## src/rtl/mem_access_unit_if.sv

```systemverilog
// Data-memory port bundle between the MEM-stage load/store unit and data memory.
// The master issues req/we/addr/wdata; the slave returns a one-cycle ack with rdata.
interface mem_access_unit_if #(
  parameter int ADDR_W = 32
);
  logic              dm_req;
  logic [3:0]        dm_we;
  logic [ADDR_W-1:0] dm_addr;
  logic [31:0]       dm_wdata;
  logic              dm_ack;
  logic [31:0]       dm_rdata;

  modport master (
    output dm_req, dm_we, dm_addr, dm_wdata,
    input  dm_ack, dm_rdata
  );

  modport slave (
    input  dm_req, dm_we, dm_addr, dm_wdata,
    output dm_ack, dm_rdata
  );
endinterface

```

## src/rtl/mem_access_unit.sv

```systemverilog
// MEM-stage load/store unit: req/ack data-memory access with byte strobes, load extension, stall.
// Optional MISALIGN_TRAP_EN suppresses misaligned accesses and adds the misalign_err output.
module mem_access_unit #(
  parameter int ADDR_W = 32
) (
  input  logic              clk,
  input  logic              rst,
  input  logic              ex_memread,
  input  logic              ex_memwrite,
  input  logic [2:0]        ex_funct3,
  input  logic [ADDR_W-1:0] ex_addr,
  input  logic [31:0]       ex_wdata,
  input  logic [31:0]       ex_aludata,
  input  logic [4:0]        ex_rd,
  input  logic              ex_regwrite,
  input  logic              ex_memtoreg,
  input  logic              ex_floatwb,
  mem_access_unit_if.master dm,
  output logic [31:0]       wb_data,
  output logic [31:0]       wb_aludata,
  output logic [4:0]        wb_rd,
  output logic              wb_regwrite,
  output logic              wb_memtoreg,
  output logic              wb_floatwb,
`ifdef MISALIGN_TRAP_EN
  output logic              misalign_err,
`endif
  output logic              stall
);

  typedef enum logic [1:0] {IDLE, REQ, DONE} state_t;

  state_t            state_reg, state_next;
  logic              dm_req_reg, dm_req_next;
  logic [3:0]        dm_we_reg, dm_we_next;
  logic [ADDR_W-1:0] dm_addr_reg, dm_addr_next;
  logic [31:0]       dm_wdata_reg, dm_wdata_next;
  logic [31:0]       load_reg, load_next;

  logic              memop;
  logic              issue;
  logic              trap;
  logic [1:0]        lane;
  logic [3:0]        store_we;
  logic [31:0]       store_wdata;
  logic [7:0]        rbyte [4];
  logic [7:0]        sel_byte;
  logic [15:0]       sel_half;
  logic [31:0]       load_ext;

  assign memop = ex_memread | ex_memwrite;
  assign lane  = ex_addr[1:0];

`ifdef MISALIGN_TRAP_EN
  // funct3[1:0] encodes access size for both loads and stores: 00 byte, 01 half, 10 word
  assign trap = memop && (((ex_funct3[1:0] == 2'b01) && ex_addr[0]) ||
                          ((ex_funct3[1:0] == 2'b10) && (ex_addr[1:0] != 2'b00)));
  assign misalign_err = (state_reg == IDLE) && trap;
`else
  assign trap = 1'b0;
`endif

  assign issue = memop && !trap;

  always_comb begin
    store_we    = 4'b1111;
    store_wdata = ex_wdata;
    case (ex_funct3[1:0])
      2'b00: begin
        store_we    = 4'b0001 << lane;
        store_wdata = {4{ex_wdata[7:0]}};
      end
      2'b01: begin
        store_we    = 4'b0011 << {lane[1], 1'b0};
        store_wdata = {2{ex_wdata[15:0]}};
      end
      default: ;
    endcase
  end

  generate
    for (genvar gi = 0; gi < 4; gi++) begin : g_rbyte
      assign rbyte[gi] = dm.dm_rdata[8*gi +: 8];
    end
  endgenerate

  assign sel_byte = rbyte[lane];
  assign sel_half = lane[1] ? dm.dm_rdata[31:16] : dm.dm_rdata[15:0];

  always_comb begin
    load_ext = dm.dm_rdata;
    case (ex_funct3)
      3'b000:  load_ext = {{24{sel_byte[7]}}, sel_byte};
      3'b100:  load_ext = {24'd0, sel_byte};
      3'b001:  load_ext = {{16{sel_half[15]}}, sel_half};
      3'b101:  load_ext = {16'd0, sel_half};
      default: load_ext = dm.dm_rdata;
    endcase
  end

  always_comb begin
    state_next    = state_reg;
    dm_req_next   = dm_req_reg;
    dm_we_next    = dm_we_reg;
    dm_addr_next  = dm_addr_reg;
    dm_wdata_next = dm_wdata_reg;
    load_next     = load_reg;
    stall         = 1'b0;
    case (state_reg)
      IDLE: begin
        if (issue) begin
          stall         = 1'b1;
          dm_req_next   = 1'b1;
          dm_addr_next  = {ex_addr[ADDR_W-1:2], 2'b00};
          dm_we_next    = ex_memwrite ? store_we : 4'b0000;
          dm_wdata_next = ex_memwrite ? store_wdata : 32'd0;
          state_next    = REQ;
        end
      end
      REQ: begin
        stall = 1'b1;
        if (dm.dm_ack) begin
          dm_req_next = 1'b0;
          dm_we_next  = 4'b0000;
          load_next   = ex_memwrite ? 32'd0 : load_ext;
          state_next  = DONE;
        end
      end
      // The stalled EX/MEM instruction is still present here; never re-issue it.
      DONE:    state_next = IDLE;
      default: state_next = IDLE;
    endcase
  end

  always_ff @(posedge clk or negedge rst) begin
    if (!rst) begin
      state_reg    <= IDLE;
      dm_req_reg   <= 1'b0;
      dm_we_reg    <= 4'b0000;
      dm_addr_reg  <= '0;
      dm_wdata_reg <= 32'd0;
      load_reg     <= 32'd0;
    end else begin
      state_reg    <= state_next;
      dm_req_reg   <= dm_req_next;
      dm_we_reg    <= dm_we_next;
      dm_addr_reg  <= dm_addr_next;
      dm_wdata_reg <= dm_wdata_next;
      load_reg     <= load_next;
    end
  end

  assign dm.dm_req   = dm_req_reg;
  assign dm.dm_we    = dm_we_reg;
  assign dm.dm_addr  = dm_addr_reg;
  assign dm.dm_wdata = dm_wdata_reg;

  assign wb_data     = (state_reg == DONE) ? load_reg : 32'd0;
  assign wb_aludata  = ex_aludata;
  assign wb_rd       = ex_rd;
  assign wb_regwrite = ex_regwrite && !trap;
  assign wb_memtoreg = ex_memtoreg;
  assign wb_floatwb  = ex_floatwb;

endmodule
```

## src/flat_wrapper.sv

```systemverilog
// flat-port wrapper written by rule: the top's interface ports become plain ports
module mem_access_unit_flat 
#(
  parameter int ADDR_W = 32
)
  (clk, rst, ex_memread, ex_memwrite, ex_funct3, ex_addr, ex_wdata, ex_aludata, ex_rd, ex_regwrite, ex_memtoreg, ex_floatwb, wb_data, wb_aludata, wb_rd, wb_regwrite, wb_memtoreg, wb_floatwb, stall, dm_dm_req, dm_dm_we, dm_dm_addr, dm_dm_wdata, dm_dm_ack, dm_dm_rdata);
  mem_access_unit_if #(.ADDR_W(ADDR_W)) dm_i ();
  input  logic clk;
  input  logic rst;
  input  logic ex_memread;
  input  logic ex_memwrite;
  input  logic [2:0] ex_funct3;
  input  logic [ADDR_W-1:0] ex_addr;
  input  logic [31:0] ex_wdata;
  input  logic [31:0] ex_aludata;
  input  logic [4:0] ex_rd;
  input  logic ex_regwrite;
  input  logic ex_memtoreg;
  input  logic ex_floatwb;
  output logic [31:0] wb_data;
  output logic [31:0] wb_aludata;
  output logic [4:0] wb_rd;
  output logic wb_regwrite;
  output logic wb_memtoreg;
  output logic wb_floatwb;
  output logic stall;
  output wire logic [$bits(dm_i.dm_req)-1:0] dm_dm_req;
  output wire logic [$bits(dm_i.dm_we)-1:0] dm_dm_we;
  output wire logic [$bits(dm_i.dm_addr)-1:0] dm_dm_addr;
  output wire logic [$bits(dm_i.dm_wdata)-1:0] dm_dm_wdata;
  input wire logic [$bits(dm_i.dm_ack)-1:0] dm_dm_ack;
  input wire logic [$bits(dm_i.dm_rdata)-1:0] dm_dm_rdata;
  assign dm_dm_req = dm_i.dm_req;
  assign dm_dm_we = dm_i.dm_we;
  assign dm_dm_addr = dm_i.dm_addr;
  assign dm_dm_wdata = dm_i.dm_wdata;
  assign dm_i.dm_ack = dm_dm_ack;
  assign dm_i.dm_rdata = dm_dm_rdata;
  mem_access_unit #(.ADDR_W(ADDR_W)) u_core (.clk(clk), .rst(rst), .ex_memread(ex_memread), .ex_memwrite(ex_memwrite), .ex_funct3(ex_funct3), .ex_addr(ex_addr), .ex_wdata(ex_wdata), .ex_aludata(ex_aludata), .ex_rd(ex_rd), .ex_regwrite(ex_regwrite), .ex_memtoreg(ex_memtoreg), .ex_floatwb(ex_floatwb), .dm(dm_i), .wb_data(wb_data), .wb_aludata(wb_aludata), .wb_rd(wb_rd), .wb_regwrite(wb_regwrite), .wb_memtoreg(wb_memtoreg), .wb_floatwb(wb_floatwb), .stall(stall));
endmodule
```

## config.mk

```make
export PLATFORM = sky130hd
export DESIGN_NAME = mem_access_unit_flat
export DESIGN_NICKNAME = d
export VERILOG_FILES = /design/src/rtl/mem_access_unit_if.sv /design/src/rtl/mem_access_unit.sv /design/src/flat_wrapper.sv
export SDC_FILE = /design/constraint.sdc
export NUM_CORES = 1
export LEC_CHECK = 0
export BUFFER_PORTS_ARGS = -buffer_cell sky130_fd_sc_hd__buf_2
export CAP_MARGIN = 10
export CORE_AREA = 2 2 110 112
export DETAILED_ROUTE_END_ITERATION = 12
export DIE_AREA = 0 0 112 114
export PLACE_DENSITY = 0.87
export SKIP_LAST_GASP = 1
export SYNTH_ARGS = -nofsm -noshare
export SYNTH_HDL_FRONTEND = slang
export SYNTH_SLANG_ARGS = --single-unit
```

## constraint.sdc

```tcl
create_clock -name clk -period 3 [get_ports clk]
set_clock_uncertainty 0.2 [all_clocks]
set_input_delay 0.6 -clock clk [delete_from_list [all_inputs] [get_ports clk]]
set_output_delay 0.6 -clock clk [all_outputs]
set_load 0.02 [all_outputs]
```

Yosys cells after proc, flatten, opt, wreduce, memory -nomap -nowiden
Index checks and enable logic that the tools add are counted.
Cells by class
  $add $sub $neg: 0
  multipliers: 0
  divide/modulo/power cells: 0
  order comparisons: 1
  eq/ne operators: 8
  shifts and indexed selects: 2
  mux-type cells: 22
  bitwise gates (word level): 2
  reduce and logical (&&, ||, !) cells: 8
Operators with widths (number)
  $pmux W32 S4: 1
  $mux W32: 3
  $pmux W32 S2: 1
  $bmux W8 S2: 1
  $mux W16: 1
  $mux W8: 2
  $pmux W4 S2: 2
  $mux W4: 3
  $eq A3 B3 Y1 const B: 2
  $reduce_and A2 Y1: 3
  $eq A2 B1 Y1 const B: 2
  $logic_not A2 Y1: 2
  $mux W2: 2
  $pmux W1 S2: 2
  $pmux W2 S2: 1
  $shl A1 B2 Y4 const A: 1
  $shl A2 B2 Y4 const A: 1
  $eq A3 B1 Y1 const B: 1
  $ge A3 B3 Y1 const B: 1
  $logic_not A3 Y1: 1
  $mux W1: 3
  $not A2 Y3: 1
  $reduce_and A3 Y1: 1
  $eq A2 B2 Y1 const B: 1
  other kinds (4): 4
Word-level totals
  bits in registers: 101
  bits in latches: 0
  memory bits (writable): 0
  bits in read-only memories: 0
  output and inout port bits: 142
  memories kept: 0

Logic depth before layout (Yosys ltp)
Gate-level depths: netlist of the first run.
  word-level depth: 6
  gate-level depth with buffers: 6
  gate-level depth less buffers: 4

Least setup slack after synthesis of the first run
OpenSTA, ideal clock, no wires.
  path type: input -> output
  start point: in ex_memwrite
  end point: out stall
  arrival time: 1.399 ns
  data required time: 2.200 ns
  setup slack: 0.801 ns
  cell stages on the path: 4
  path buffers: 2
  path through: o21ai_1 -> buf_2 -> clkbuf_1 -> nand2_1
Between the ends
  cells in the longest elaborated chain, start to end: 3
Ends and longest elaborated chain
  start, declared: line flat_wrapper.sv:11  | input logic ex_memwrite;
  $or A1 B1 Y1: line mem_access_unit.sv:51  | assign memop = ex_memread | ex_memwrite;
  $mux W1: line mem_access_unit.sv:111  | if (issue) begin
  $pmux W1 S2: line mem_access_unit.sv:109  | case (state_reg)
  end, declared: line flat_wrapper.sv:26  | output logic stall;
No other way between the ends.

Worst setup path after layout of the first run
  start point: reg u_core.state_reg[0]
  end point: out wb_data[2]
Between the ends
  cells in the longest elaborated chain, start to end: 2
Ends and longest elaborated chain
  start, declared: line mem_access_unit.sv:33  | state_t state_reg, state_next;
  start signal, assigned: line mem_access_unit.sv:144  | state_reg <= state_next;
  $eq A2 B2 Y1: line mem_access_unit.sv:158  | assign wb_data = (state_reg == DONE) ? load_reg : 32'd0;
  $mux W32: line mem_access_unit.sv:158
  end, declared: line flat_wrapper.sv:20  | output logic [31:0] wb_data;
No other way between the ends.

==> impl_metrics.yaml, run 1 <==
timing:
  fin_crit_sh_pct: 78.94
  setup_violations: 0
  tightest_slew_ns: 0.8482
  final_hold_viol_count: 0
  slew-limit-headroom_pct: 43.31
  final_max_slew_viol_count: 0
  fin_crit_ns: 2.368
  finalSetupTns_ns: 0
  rsz0062_at_grt: "no"
  max_freq_mhz: 422.3
global_route:
  grt_antenna_before_repair: 0
  gr-total-overflow: 0
  grt_first_pass_wirelength_mm: 22.05
  grt_max_degree: 51
  grt_usage_pct: 21.75
  grt_pass1_vias: 4306
clocking:
  cts_buffers: 9
  cts.sinks: 101
  ctsResizeCount: 0
  cts_tree: "done"
  htree_num_levels: 3
  clock_latency_ns: 0.34
  cts-root-buf: "clkbuf_16"
  path_clk_slew_ns: 0.07
  clockBufferDepth: 2
  holdBufCountCts: 0
  postCtsSetupBuffers: 0
logic_synthesis:
  seq_area_frac_synth_pct: 49.10
  ys_ff_latch: 101
  muxShareOfSynthArea_pct: 13.22
  synthSimpleGateAreaFrac_pct: 10.35
  postSynthAreaPerCell_um2: 10.86
  synth_largest_area_cell: "dfrtp_1"
  ys_async_sr_fraction_pct: 100.0
  netlist_area_mm2: 0.005147
  yosys_warnings: 0
  synth_ff_type: "dfrtp_1"
  synth_edf_count: 0
  syn_inst: 474
  yosysUniqueCellTypes: 37
  synth_top_area_share_pct: 49.10
  synthXorXnorAreaFrac_pct: 0
  synth_fa_ha_area_share_pct: 0
  synth-compound-area-share_pct: 17.72
  synth_top_family_by_area: "compound AO/OA/AOI/OAI gates"
  yosys-top-cells-area: "dfrtp_1, mux2_1, a22o_1"
floorplan:
  dieArea_mm2: 0.01277
  initial_utilization_pct: 43.95
  coreArea_mm2: 0.01171
  dieWidth_um: 112
  fp.dieH_um: 114
  io_pins: 286
  rows: 40
flow_run:
  maxCapViolCount: 0
cells_and_area:
  final_cell_area_mm2: 0.006301
  multi_input_area_mm2: 0.002145
  drive_above_1_share_pct: 37.30
  nFillCells: 1036
  antenna_cells: 0
  postLayoutCoreUtil_pct: 53.80
  nNetsFinal: 769
  syn2layout_area_growth_pct: 22.41
  regArea_mm2: 0.002527
  fin_cells: 777
hold_path:
  hold_path_class: "input port to async pin"
worst_setup_path:
  reg2reg_to: "u_core.dm.dm_wdata[14]"
  r2r_cells: 3
  cp_max_fo: 32
  critPathKind: "flop to output port"
  reg2reg_slack_ns: 0.99
  r2r-start: "u_core.state_reg[0]"
  worstPathRequired_ns: 2.20
  crit_path_start_kind: "flop"
  critPathArrivalTime_ns: 1.57
  cp-end-kind: "output port"
place:
  dp_cells: 761
  portBuffers: 203
  placed_area_mm2: 0.005988
  dp_hpwl_mm: 10.52
  gp_congestion: 0.9126
routing:
  drcViolationCount: 0
  vias: 4270
  vias_per_cell: 5.495
  drt_first_pass_iters: 5
  ant_nets: 0
  drt_iter0_drc: 334
  wire_per_inst_um: 18.23
  drt_wl_total_mm: 14.17
power:
  leakage_nw: 3.318
  powerDensity_mw_per_mm2: 941.8
  ir_worst_vdd_uv: 598.4
outcome:
  outcome: "complete, no violations"
==> cell type report <==
| type | instances | area share [%] |
|---|---|---|
| clock buffer | 12 | 4.071 |
| clock inverter | 4 | 0.8936 |
| inverter | 9 | 0.5361 |
| multi-input combinational | 292 | 34.04 |
| sequential | 101 | 40.11 |
| tap | 147 | 2.919 |
| timing repair buffer | 212 | 17.43 |
==> cell usage after synthesis (2+ instances only) <==
master and instances:
dfrtp_1 101, buf_4 43, a22o_1 38, mux2_1 37, nand2_1 37, and2_1 34
o21ai_1 27, mux2i_1 23, a21o_1 17, clkbuf_1 16, nor2_1 13, a21oi_1 12
buf_2 11, o21ai_0 11, inv_1 9, a221o_1 8, a222oi_1 6, nor2b_1 5
nor3_1 3, o22ai_1 3, buf_1 2, nand2b_1 2, or2_1 2
==> logic make-up after synthesis <==
| kind of cell | Yosys count |
|---|---|
| mux | 62 |
| buf+inv | 82 |
| compound gates | 126 |
| other cells | 1 |
| flops | 101 |
| simple gates | 102 |
==> power breakdown <==
group	leakage [nW]	total [W]	switching, W	internal (W)
clock	0.153	0.00120	0.000499	0.000697
sequential	1.27	0.00234	0.000349	0.00199
combinational	1.89	0.00240	0.00149	0.000914
==> layout by cell type, fill, tap and decap left out, types with 2 or more instances in the layout <==
master and instances:
clkbuf_8 2, nand2b_1 2, o22ai_1 3, inv_1 9, mux2i_1 23, mux2_1 37
clkbuf_16 9, a221o_1 8, a222oi_1 6, dfrtp_1 101, nor3_1 3, nand2_1 37
a21oi_1 12, conb_1 2, o21ai_0 11, or2_1 2, buf_2 202, clkinv_4 3
buf_4 9, a21o_1 17, nor2_1 13, and2_1 34, o21ai_1 26, nor2b_1 5
a22o_1 38
==> routing by layer <==
| metal | GRT usage [%] | vias up | part of all wire (%) |
|---|---|---|---|
| li1 | - | 1937 | - |
| met1 | 26.38 | 2060 | 40 |
| met2 | 37.01 | 229 | 50 |
| met3 | 4.304 | 44 | 6.8 |
| met4 | 11.30 | 0 | 3.4 |
| met5 | 0 | - | 0 |
==> critical path, cell delays in order (launching register included) <==
cell and delay (ns):
dfrtp_1 0.45, nor2b_1 0.14, buf_4 0.27, and2_1 0.19, buf_2 0.17
==> worst max-delay path by stage <==
stage / from / endpoint / slack (ns) / depth (start not counted)
finish: u_core.state_reg[0] / wb_data[2] / 0.63 / 4
detailed placement: ex_funct3[0] / u_core.load_reg[3] / 0.62 / 5
CTS: u_core.state_reg[0] / wb_data[2] / 0.60 / 4
global route: u_core.state_reg[0] / wb_data[4] / 0.52 / 4
global placement: ex_funct3[0] / u_core.load_reg[0] / 0.70 / 5
floorplan: ex_memwrite / stall / 0.80 / 4
==> per-stage QoR <==
| stage | power (W) | hold WS [ns] | worst slack (ns) |
|---|---|---|---|
| 2_1_floorplan | 0.003924 | 0.1044 | 0.8007 |
| 3_3_place_gp | 0.004658 | 0.2647 | 0.6962 |
| 3_5_place_dp | 0.004783 | 0.2755 | 0.6184 |
| 4_1_cts | 0.006001 | 0.008876 | 0.5978 |
| 5_1_grt | 0.006271 | 0.03492 | 0.5221 |
| 6_report | 0.005934 | 0.005872 | 0.6319 |
(Power assumes the default switching activity.)
==> run 2, diff against run 1 <==
Settings changed: ABC_AREA from default to 1, CORE_AREA 2 2 110 112 to default, CORE_UTILIZATION from default to 45, DIE_AREA 0 0 112 114 to default.
Clock period 3 ns to 2.4 ns, I/O delays scaled along.
==> impl_metrics.yaml, run 2 <==
timing:
  finalSetupTns_ns: 0
  max_freq_mhz: 455.7
  setup_violations: 0
  slew-limit-headroom_pct: 64.58
  final_max_slew_viol_count: 0
  finalWorstSetupSlack_ns: 0.2056
  fin_crit_ns: 2.194
  fin_crit_sh_pct: 91.43
  tightest_slew_ns: 0.5306
  final_hold_viol_count: 0
  rsz0062_at_grt: "no"
floorplan:
  rows: 39
  dieWidth_um: 110.4
  dieArea_mm2: 0.01220
  coreArea_mm2: 0.01142
  io_pins: 286
  fp.dieH_um: 110.4
  initial_utilization_pct: 46.34
power:
  p_int_w: 0.004252
  p_switching_w: 0.003289
  seq_power_share_pct: 38.8
  clkPwrFrac_pct: 19.5
  sw_frac_of_total_pct: 43.61
  p_comb_share_pct: 41.7
  powerDensity_mw_per_mm2: 1173
  ir_worst_vdd_uv: 650.7
  leakage_nw: 3.716
logic_synthesis:
  ys_async_sr_fraction_pct: 100.0
  yosysMostFrequentCell: "nand2_1"
  syn_inst: 720
  synth_edf_count: 0
  synth_ff_type: "dfrtp_1"
  netlist_area_mm2: 0.005291
  postSynthAreaPerCell_um2: 7.349
  yosys-top-cells-count: "nand2_1, dfrtp_1, nor2_1, inv_1, buf_4"
  synth_top_area_share_pct: 47.77
  seq_area_frac_synth_pct: 47.77
  yosys_warnings: 0
  yosysUniqueCellTypes: 25
  synth_largest_area_cell: "dfrtp_1"
  yosys-top-cells-area: "dfrtp_1, nand2_1, nor2_1"
  ys_ff_latch: 101
hold_path:
  hold-path-endpoint: "u_core.dm.dm_addr[9]"
  holdPathStages: 3
  min_from: "ex_addr[9]"
  hold_path_class: "input port to flop"
outcome:
  outcome: "complete, no violations"
worst_setup_path:
  critPathArrivalTime_ns: 1.51
  crit_path_start_kind: "flop"
  cp_max_fo: 32
  worstPathRequired_ns: 1.72
  r2r_cells: 7
  critPathKind: "flop to output port"
  cp-end-kind: "output port"
  reg2reg_to: "u_core.dm.dm_wdata[18]"
  r2r-start: "u_core.state_reg[0]"
  reg2reg_slack_ns: 0.77
clocking:
  clockBufferDepth: 2
  ctsResizeCount: 0
  postCtsSetupBuffers: 0
  clock_latency_ns: 0.35
  cts.sinks: 101
  cts_buffers: 9
  htree_num_levels: 3
  path_clk_slew_ns: 0.08
  holdBufCountCts: 1
  cts_tree: "done"
  cts-root-buf: "clkbuf_16"
cells_and_area:
  regArea_mm2: 0.002527
  drive_above_1_share_pct: 29.16
  multi_input_area_mm2: 0.002077
  nFillCells: 1117
  final_common_cell: "nand2_1"
  mostFrequentLayoutCells: "nand2_1, buf_2, dfrtp_1"
  nNetsFinal: 1017
  antenna_cells: 0
  syn2layout_area_growth_pct: 21.52
routing:
  drt_first_pass_iters: 5
  drt_wl_total_mm: 14.28
  vias_per_cell: 4.871
  wire_per_inst_um: 13.99
  drt_iter0_drc: 385
  drcViolationCount: 0
  ant_nets: 0
  vias: 4973
place:
  dp_hpwl_mm: 10.50
  portBuffers: 203
  gp_congestion: 0.9359
  dp_slack_ns: 0.4637
global_route:
  gr-total-overflow: 0
  grt_first_pass_wirelength_mm: 23.39
  grt_antenna_before_repair: 0
  grt_usage_pct: 23.97
  grt_max_degree: 57
  grt_pass1_vias: 4658
flow_run:
  maxCapViolCount: 0
-- run 2: power by group through the flow --
stage	Sequential (W)	Clock, W	Combinational [W]
global route	0.00302	0.00158	0.00350
detailed placement	0.00295	0	0.00316
global placement	0.00293	0	0.00310
floorplan	0.00357	0	0.00148
finish	0.00292	0.00147	0.00315
CTS	0.00292	0.00151	0.00318
-- run 2: worst max-delay path by stage --
stage                              from     endpoint  slack [ns]  cells past startpoint
floorplan                   ex_memwrite        stall        0.48                      6
global placement            ex_memwrite        stall        0.47                      6
detailed placement          ex_memwrite        stall        0.46                      6
CTS                 u_core.state_reg[0]  wb_data[15]        0.21                      5
global route        u_core.state_reg[0]   wb_data[3]        0.11                      5
finish              u_core.state_reg[0]  wb_data[15]        0.21                      5
-- run 2: through the flow --
stage / power, W / utilization (%) / instances / hold WS, ns / instance area [µm²]
6_report: 0.007541 / 56.31 / 1021 / 0.1242 / 6430
5_1_grt: 0.008104 / 56.31 / 1021 / 0.1304 / 6430
4_1_cts: 0.007608 / 56.31 / 1021 / 0.1150 / 6430
3_5_place_dp: 0.006111 / 53.57 / 1004 / 0.2530 / 6117
3_3_place_gp: 0.006035 / 53.57 / 1004 / 0.2479 / 6117
2_1_floorplan: 0.005049 / - / 721 / -0.01559 / 5295
-- run 2: layout make-up --
class,instances,area share (%)
clock inverters,7,1.206
clock buffers,9,3.503
multi-input cells,491,32.30
well taps,143,2.783
inverters,56,3.347
repair buffers,214,17.55
flip-flops and latches,101,39.31
-- run 2: layer usage --
metal | global-route usage (%) | up-vias | share of wire [%]
li1 | - | 2472 | -
met5 | 0 | - | 0
met4 | 10.31 | 0 | 2.8
met1 | 33.05 | 2247 | 45
met3 | 4.610 | 35 | 6.4
met2 | 36.85 | 219 | 46
-- run 2: cells by family after synthesis --
family / count (synthesis) / share of synthesized area, %
AND/OR/NAND/NOR: 429 / 32.87
buffers and inverters: 129 / 13.05
AO/OA/AOI/OAI: 60 / 6.242
other: 1 / 0.07087
flip-flops: 101 / 47.77
-- run 2: worst max-delay path, stage by stage, from the launching register on --
cell and delay [ns]:
dfrtp_1 0.41, inv_1 0.08, nand2_1 0.05, buf_4 0.23
nor2_1 0.19, buf_2 0.20
